===== src/rtl/bfp_block_accumulator.sv =====
// Block-floating-point block accumulator.
// Accepts one exponent-aligned operand pair per beat, adds the pair as signed
// integers, accumulates BLOCK_LEN pairs (re-aligning when the block exponent
// grows) and emits one sign-magnitude result per block.
// Ports:
//   clk, rst_n          clock, async active-low reset
//   in_valid/in_ready   operand pair handshake
//   in_op1, in_op2      {sign, exp[E-1:0], mantissa[M-1:0]}, equal exponents
//   out_valid/out_ready result handshake
//   out_sign, out_exp   result sign and signed block exponent
//   out_mag             unnormalized result magnitude, input-mantissa LSB weight
module bfp_block_accumulator #(
    parameter int unsigned E         = 8,
    parameter int unsigned M         = 23,
    parameter int unsigned BLOCK_LEN = 4
) (
    input  logic                            clk,
    input  logic                            rst_n,
    input  logic                            in_valid,
    output logic                            in_ready,
    input  logic [E+M:0]                    in_op1,
    input  logic [E+M:0]                    in_op2,
    output logic                            out_valid,
    input  logic                            out_ready,
    output logic                            out_sign,
    output logic [E-1:0]                    out_exp,
    output logic [M+$clog2(BLOCK_LEN):0]    out_mag
);

    localparam int unsigned CNT_W = $clog2(BLOCK_LEN + 1);
    localparam int unsigned ACC_W = M + 2 + $clog2(BLOCK_LEN);
    localparam int unsigned EXT_W = ACC_W - M - 2;

    typedef enum logic [1:0] {IDLE, ACCUM, DONE} state_t;

    state_t                    state_q, state_d;
    logic [CNT_W-1:0]          count;
    logic                      accept, transfer;

    logic                      a_valid, a_last, a_first;
    logic signed [M+1:0]       pair_sum;
    logic signed [E-1:0]       pair_exp;

    logic signed [ACC_W-1:0]   acc, acc_d, acc_abs, sum_ext;
    logic signed [E-1:0]       acc_exp, acc_exp_d;

    logic [M+1:0]              mag1, mag2;
    logic signed [M+1:0]       sval1, sval2;
    logic signed [E:0]         exp_diff;
    logic [E:0]                shamt;
    logic                      grow;

    // op2's exponent duplicates op1's; the abs MSB is always zero by headroom.
    logic unused_bits;
    assign unused_bits = ^{in_op2[E+M-1:M], acc_abs[ACC_W-1]};

    // Arithmetic right shift that saturates to pure sign fill for large distances.
    function automatic logic signed [ACC_W-1:0] sar(input logic signed [ACC_W-1:0] v,
                                                    input logic [E:0] d);
        if (32'(d) >= ACC_W) sar = {ACC_W{v[ACC_W-1]}};
        else                 sar = v >>> d;
    endfunction

    // Handshake qualifiers; in_ready is forced low while reset is asserted.
    assign in_ready = rst_n && (state_q != DONE) && (count < CNT_W'(BLOCK_LEN));
    assign accept   = in_valid && in_ready;
    assign transfer = out_valid && out_ready;

    // Sign-magnitude to two's complement for each operand.
    assign mag1  = {2'b00, in_op1[M-1:0]};
    assign mag2  = {2'b00, in_op2[M-1:0]};
    assign sval1 = in_op1[E+M] ? -$signed(mag1) : $signed(mag1);
    assign sval2 = in_op2[E+M] ? -$signed(mag2) : $signed(mag2);

    // Stage A: register the pair sum and its block position.
    always_ff @(posedge clk or negedge rst_n) begin
        if (!rst_n) begin
            a_valid  <= 1'b0;
            a_last   <= 1'b0;
            a_first  <= 1'b0;
            pair_sum <= '0;
            pair_exp <= '0;
        end else begin
            a_valid <= accept;
            if (accept) begin
                pair_sum <= sval1 + sval2;
                pair_exp <= in_op1[E+M-1:M];
                a_first  <= (count == '0);
                a_last   <= (count == CNT_W'(BLOCK_LEN - 1));
            end
        end
    end

    // Exponent difference in E+1 bits so it never wraps.
    assign exp_diff = {pair_exp[E-1], pair_exp} - {acc_exp[E-1], acc_exp};
    assign grow     = !exp_diff[E] && (exp_diff != '0);
    assign shamt    = grow ? exp_diff : -exp_diff;
    assign sum_ext  = {{EXT_W{pair_sum[M+1]}}, pair_sum};

    // Stage B: accumulate, aligning the smaller-exponent operand down.
    always_comb begin
        acc_d     = acc;
        acc_exp_d = acc_exp;
        if (a_valid) begin
            if (a_first) begin
                acc_d     = sum_ext;
                acc_exp_d = pair_exp;
            end else if (grow) begin
                acc_d     = sar(acc, shamt) + sum_ext;
                acc_exp_d = pair_exp;
            end else begin
                acc_d     = acc + sar(sum_ext, shamt);
            end
        end
    end

    assign acc_abs = acc_d[ACC_W-1] ? -acc_d : acc_d;

    // FSM next state.
    always_comb begin
        state_d = state_q;
        unique case (state_q)
            IDLE:    if (accept)             state_d = ACCUM;
            ACCUM:   if (a_valid && a_last)  state_d = DONE;
            DONE:    if (transfer)           state_d = IDLE;
            default:                         state_d = IDLE;
        endcase
    end

    // State, counter, accumulator and result registers.
    always_ff @(posedge clk or negedge rst_n) begin
        if (!rst_n) begin
            state_q   <= IDLE;
            count     <= '0;
            acc       <= '0;
            acc_exp   <= '0;
            out_valid <= 1'b0;
            out_sign  <= 1'b0;
            out_exp   <= '0;
            out_mag   <= '0;
        end else begin
            state_q <= state_d;
            acc     <= acc_d;
            acc_exp <= acc_exp_d;
            if (transfer)    count <= '0;
            else if (accept) count <= count + CNT_W'(1);
            if (state_q == ACCUM && state_d == DONE) begin
                out_valid <= 1'b1;
                out_sign  <= acc_d[ACC_W-1];
                out_exp   <= acc_exp_d;
                out_mag   <= acc_abs[ACC_W-2:0];
            end else if (transfer) begin
                out_valid <= 1'b0;
            end
        end
    end

endmodule


===== config.mk =====
export PLATFORM = sky130hd
export DESIGN_NAME = bfp_block_accumulator
export DESIGN_NICKNAME = d
export VERILOG_FILES = /design/src/rtl/bfp_block_accumulator.sv
export SDC_FILE = /design/constraint.sdc
export NUM_CORES = 1
export LEC_CHECK = 0
export ABC_CLOCK_PERIOD_IN_PS = 9000
export BUFFER_PORTS_ARGS = -buffer_cell sky130_fd_sc_hd__buf_4
export CORE_MARGIN = 5
export CORE_UTILIZATION = 50
export CTS_BUF_LIST = sky130_fd_sc_hd__clkbuf_8
export DETAILED_ROUTE_END_ITERATION = 8
export GPL_ROUTABILITY_DRIVEN = 0
export PLACE_DENSITY = 0.68
export SKIP_LAST_GASP = 1
export SYNTH_ARGS = -nofsm -noshare
export SYNTH_HDL_FRONTEND = slang
export SYNTH_SLANG_ARGS = --single-unit

===== constraint.sdc =====
create_clock -name clk -period 9 [get_ports clk]
set_input_delay 0.9 -clock clk [delete_from_list [all_inputs] [get_ports clk]]
set_output_delay 0.9 -clock clk [all_outputs]
set_load 0.1 [all_outputs]

== Word-level counts from Yosys, hierarchy flattened ==
Index checks and enable logic that the tools add are counted.

* Flip-flop bits (word level): 112
* Word-level logic and storage cells: 70

* Add/subtract/negate cells: 9
* Magnitude comparators: 2
* Eq/ne operators: 5
* Shift operators: 2
* Muxes and demuxes: 26
* Reduce and logical (&&, ||, !) cells: 13

{| class="wikitable"
|+ Operator list
! operator !! number
|-
| 27-bit 2-to-1 mux || 11
|-
| 25-bit 2-to-1 mux || 2
|-
| 23-bit negator with 25-bit output || 2
|-
| 27-bit by 25-bit adder with 27-bit output || 1
|-
| 27-bit adder || 1
|-
| 25-bit by 9-bit >>> shifter with 27-bit output || 1
|-
| 27-bit by 9-bit >>> shifter with 27-bit output || 1
|-
| 26-bit 2-to-1 mux || 1
|-
| 26-bit negator || 1
|-
| 25-bit adder || 1
|-
| 8-bit 2-to-1 mux || 3
|-
| 9-bit by 5-bit >= comparator with 1-bit output, second input constant || 1
|-
| 9-bit 2-to-1 mux || 1
|-
| 9-bit negator || 1
|-
| 9-bit nonzero test || 1
|-
| 8-bit by 8-bit subtractor with 9-bit output || 1
|-
| 1-bit logical AND || 7
|-
| 2-bit 2-to-1 mux || 3
|-
| 3-bit 2-to-1 mux || 2
|-
| 2-bit case mux with 3 select lines || 1
|-
| 2-bit == test, second input constant || 2
|-
| 2-bit nonzero test || 2
|-
| 3-bit by 1-bit adder with 3-bit output, second input constant || 1
|-
| 3-bit by 2-bit == test with 1-bit output, second input constant || 1
|-
| 7 further kinds || 8
|}

== Logic depth before layout (Yosys ltp) ==
* Depth in word-level cells: 15
* Gate-level depth with buffers: 37

== Least setup slack after synthesis ==
No wires, ideal clock.

* Path type: register to register
* Start: register pair_exp[0]
* End: register out_mag[25]
* Setup time: 0.071 ns
* Arrival time: 8.157 ns
* Data required time: 8.929 ns
* Setup slack: 0.773 ns
* Stages on the path, launching flop included: 33
* Cells stage by stage: dfrtp_1 > inv_1 > ha_1 > inv_1 > fa_1 > a21o_1 > a31o_1 > a21oi_1 > xor2_1 > a31oi_2 > clkbuf_1 > mux2i_1 > clkbuf_1 > clkbuf_1 > mux2i_1 > mux2i_1 > o221ai_1 > a221oi_1 > ha_1 > inv_1 > fa_1 > nor2b_1 > o211ai_1 > a311oi_1 > a21boi_1 > o221a_2 > or3b_1 > a2111oi_0 > a31oi_1 > a2111oi_0 > nand2b_1 > or4_1 > nand3_1

* Word-level cells in the longest chain between the ends: 15
* Elaborated cells on any way between the ends: 24
* Those cells by class: add/sub: 5; order compare: 1; shift: 2; mux: 13; reduce/logical: 3

{| class="wikitable"
|+ RTL lines
! what !! line !! text
|-
| from (decl) || 42 || <nowiki>logic signed [E-1:0] pair_exp;</nowiki>
|-
| from (signal assigned) || 87 || <nowiki>pair_exp <= in_op1[E+M-1:M];</nowiki>
|-
| 8-bit by 8-bit subtractor with 9-bit output * || 95 || <nowiki>assign exp_diff = {pair_exp[E-1], pair_exp} - {acc_exp[E-1], acc_exp};</nowiki>
|-
| branches (longest 9 deep; another with 27-bit adder) || -- ||
|-
| 27-bit 2-to-1 mux * || 108 || <nowiki>end else if (grow) begin</nowiki>
|-
| 27-bit 2-to-1 mux * || 105 || <nowiki>if (a_first) begin</nowiki>
|-
| 27-bit 2-to-1 mux * || 104 || <nowiki>if (a_valid) begin</nowiki>
|-
| 26-bit negator || 117 || <nowiki>assign acc_abs = acc_d[ACC_W-1] ? -acc_d : acc_d;</nowiki>
|-
| 26-bit 2-to-1 mux * || 117 ||
|-
| to (signal assigned) || 151 || <nowiki>out_mag <= acc_abs[ACC_W-2:0];</nowiki>
|-
| to (decl) || 27 || <nowiki>output logic [M+$clog2(BLOCK_LEN):0] out_mag</nowiki>
|}

Mark *: on every way between the ends. The select of a mux whose other input is x is not followed.
A chain may end at the register's enable or synchronous reset.

== Worst setup path after layout ==
* Start: register pair_exp[0]
* End: register out_mag[25]

* Word-level cells in the longest chain between the ends: 15
* Elaborated cells on any way between the ends: 24
* Those cells by class: add/sub: 5; order compare: 1; shift: 2; mux: 13; reduce/logical: 3

{| class="wikitable"
|+ RTL lines
! what !! line !! text
|-
| 8-bit by 8-bit subtractor with 9-bit output * || 95 ||
|-
| branches (longest 9 deep; another with 27-bit adder) || -- ||
|-
| 27-bit 2-to-1 mux * || 108 ||
|-
| 27-bit 2-to-1 mux * || 105 ||
|-
| 27-bit 2-to-1 mux * || 104 ||
|-
| via acc_d[15] || 44 || <nowiki>logic signed [ACC_W-1:0] acc, acc_d, acc_abs, sum_ext;</nowiki>
|-
| 26-bit negator * || 117 ||
|-
| 26-bit 2-to-1 mux * || 117 ||
|}

Mark *: on every way through the listed nets, which the timed path passes. The select of a mux whose other input is x is not followed.

==> results.json <==
{
  "cts.path.max_buffers": 2,
  "slew_headroom_pct": 16.4,
  "antenna_found_initial": 0,
  "dieHeight_um": 174,
  "synth_area_per_cell_um2": 7.85,
  "async_reset_ff_share_pct": 100,
  "vias_per_cell": 6.51,
  "routed_wl_mm": 44.2,
  "cp.required_ns": 9.36,
  "clk_latency_ns": 0.42,
  "hold_viol": 0,
  "final_cell_mix": "231 x nand2_1, 159 x o21ai_0, 143 x buf_4, 119 x nor2_1, 112 x dfrtp_1",
  "cp-end-kind": "flop",
  "clock_skew_ns": 0.0261,
  "tightest_slew_ns": 1.25,
  "ant_nets": 0,
  "setup_viol": 0,
  "drc_errors": 0,
  "drt_first_iter_violations": 1531,
  "grt_pass1_wl_mm": 70.5,
  "vias": 13900,
  "grt_pass1_vias": 13200,
  "final.setup.worst_slack_ns": 0.273,
  "synth-seq-area-share_pct": 20.8,
  "ys.flop_type": "dfrtp_1",
  "final_common_cell": "nand2_1",
  "core_area_um2": 26700,
  "placementRows": 60,
  "clkSinkCount": 112,
  "netlist_instances": 1714,
  "die_area_um2": 30300,
  "cp_slowest_cell": "or4_4",
  "synth_cell_types": 79,
  "dr.pass1.iters": 7,
  "syn_nets": 1880,
  "ff2ff_setup_slack_ns": 0.27,
  "cts_tree": "yes",
  "cts-hold-fix-buffers": 0,
  "maxSlewViolCount": 0,
  "synth_area_leaders": "dfrtp_1 21%, ha_1 8.7%, nand2_1 6.5%",
  "port_buffers": 96,
  "path_class": "reg -> reg",
  "final_cells": 2130,
  "dp_hpwl_mm": 34.7,
  "root_buffer": "clkbuf_8",
  "grt_max_degree": 66,
  "initial_core_util_pct": 50.3,
  "netlist.area_leader.share_pct": 20.8,
  "post-route-min-period_ns": 8.73,
  "synth_edf_count": 0,
  "layout-drive-gt1-share_pct": 13.9,
  "layout.nets": 1950,
  "start_kind": "flop",
  "clk_pin_slew_ns": 0.14,
  "hold_class": "reg -> reg",
  "synth.largest_area_cell": "dfrtp_1",
  "antennaDiodeCount": 0,
  "fin_tns_setup_ns": 0,
  "ys.warnings.count": 0,
  "maxCapViolCount": 0,
  "final.period_utilization_pct": 97.0,
  "synthesis.area_um2": 13500,
  "cp_max_fo": 18,
  "max_stage_delay_ns": 0.55,
  "h-tree-depth": 3,
  "synth_seq_cells": 112,
  "dp_cells": 2113,
  "numCtsBuffers": 9,
  "status": "finished clean",
  "die_w_um": 174,
  "fmaxAchievable_ghz": 0.115,
  "area_delta_synth_final_pct": 11.0,
  "grtUsageTotal_pct": 28.5,
  "avgRoutedWirePerCell_um": 20.8,
  "overflow": 0,
  "dp_slack_ns": 0.250,
  "ios": 105,
  "critPathArrivalTime_ns": 9.09
}
==> final timing paths <==
kind / depth (start not counted) / from / to
min in group asynchronous: 1 / rst_n / out_mag[20]$_DFFE_PN0P_
max in group asynchronous: 2 / rst_n / out_exp[3]$_DFFE_PN0P_
setup reg to reg: 30 / pair_exp[0]$_DFFE_PN0P_ / out_mag[25]$_DFFE_PN0P_
setup / recovery: 30 / pair_exp[0]$_DFFE_PN0P_ / out_mag[25]$_DFFE_PN0P_
hold / removal: 1 / state_q[1]$_DFF_PN0_ / state_q[0]$_DFF_PN0_
hold reg to reg: 1 / state_q[1]$_DFF_PN0_ / state_q[0]$_DFF_PN0_
==> per-stage QoR <==
step | utilization [%] | instance area (µm²) | hold WS (ns)
detailed placement | 54.9 | 14700 | 0.427
finish | 55.9 | 14900 | 0.455
global route | 55.9 | 14900 | 0.496
floorplan | - | 13500 | 0.408
CTS | 55.7 | 14900 | 0.452
global placement | 54.9 | 14700 | 0.419
==> metal layers <==
metal	GRT usage (%)	part of all wire [%]	vias to the layer above
met5	0	0	-
met4	9.30	3.5	0
met3	6.18	10	136
met2	46.4	46	740
met1	37.9	41	6487
li1	-	-	6504
==> registers in the layout, summed over array words and instances (netlist names) <==
name and flops:
acc 27, out_mag 26, pair_sum 25, acc_exp 8, out_exp 8, pair_exp 8
count 3, state_q 2, a_first 1, a_last 1, a_valid 1, out_sign 1
out_valid 1
==> synth_stat cells (all sizes together), types with 39 or more instances <==
cell type	n
a21oi	107
clkbuf	74
dfrtp	112
ha	94
inv	71
mux2i	48
nand2	233
nand3	39
nor2	120
nor3	42
o21ai	165
xnor2	88
xor2	39
==> worst max-delay path, delay by kind of cell (launching register included) <==
kind | cells | cell delay (ns)
compound gates | 13 | 3.64
simple gates | 8 | 2.44
fa+ha+maj | 3 | 0.89
xor+xnor | 2 | 0.69
buf+inv | 3 | 0.51
flops | 1 | 0.39
mux | 1 | 0.12
==> final cells by class <==
type | instances | area, µm²
Tap cell | 341 | 427
Multi-Input combinational cell | 1446 | 10100
Timing Repair Buffer | 143 | 1070
Clock inverter | 7 | 103
Fill cell | 2543 | 11800
Inverter | 72 | 270
Sequential cell | 112 | 2800
Clock buffer | 9 | 124
==> cells by family (layout without fill, tap and decap cells) <==
group | after synthesis | after routing | synth area share, %
xor+xnor | 127 | 127 | 8.27
buf+inv | 156 | 231 | 4.39
flops | 112 | 112 | 20.8
mux | 109 | 109 | 11.4
fa+ha+maj | 98 | 98 | 9.34
simple gates | 573 | 573 | 19.7
compound gates | 539 | 539 | 26.1
==> timing repair <==
item,4_1_cts,5_1_grt
buffers inserted,0,1
endpoints found under the hold margin,0,0
endpoints found under the setup margin,0,14
gates resized for setup,0,8
Power is not shown: default switching activity piles up to over one toggle a cycle in this logic, so the estimate is an artifact.
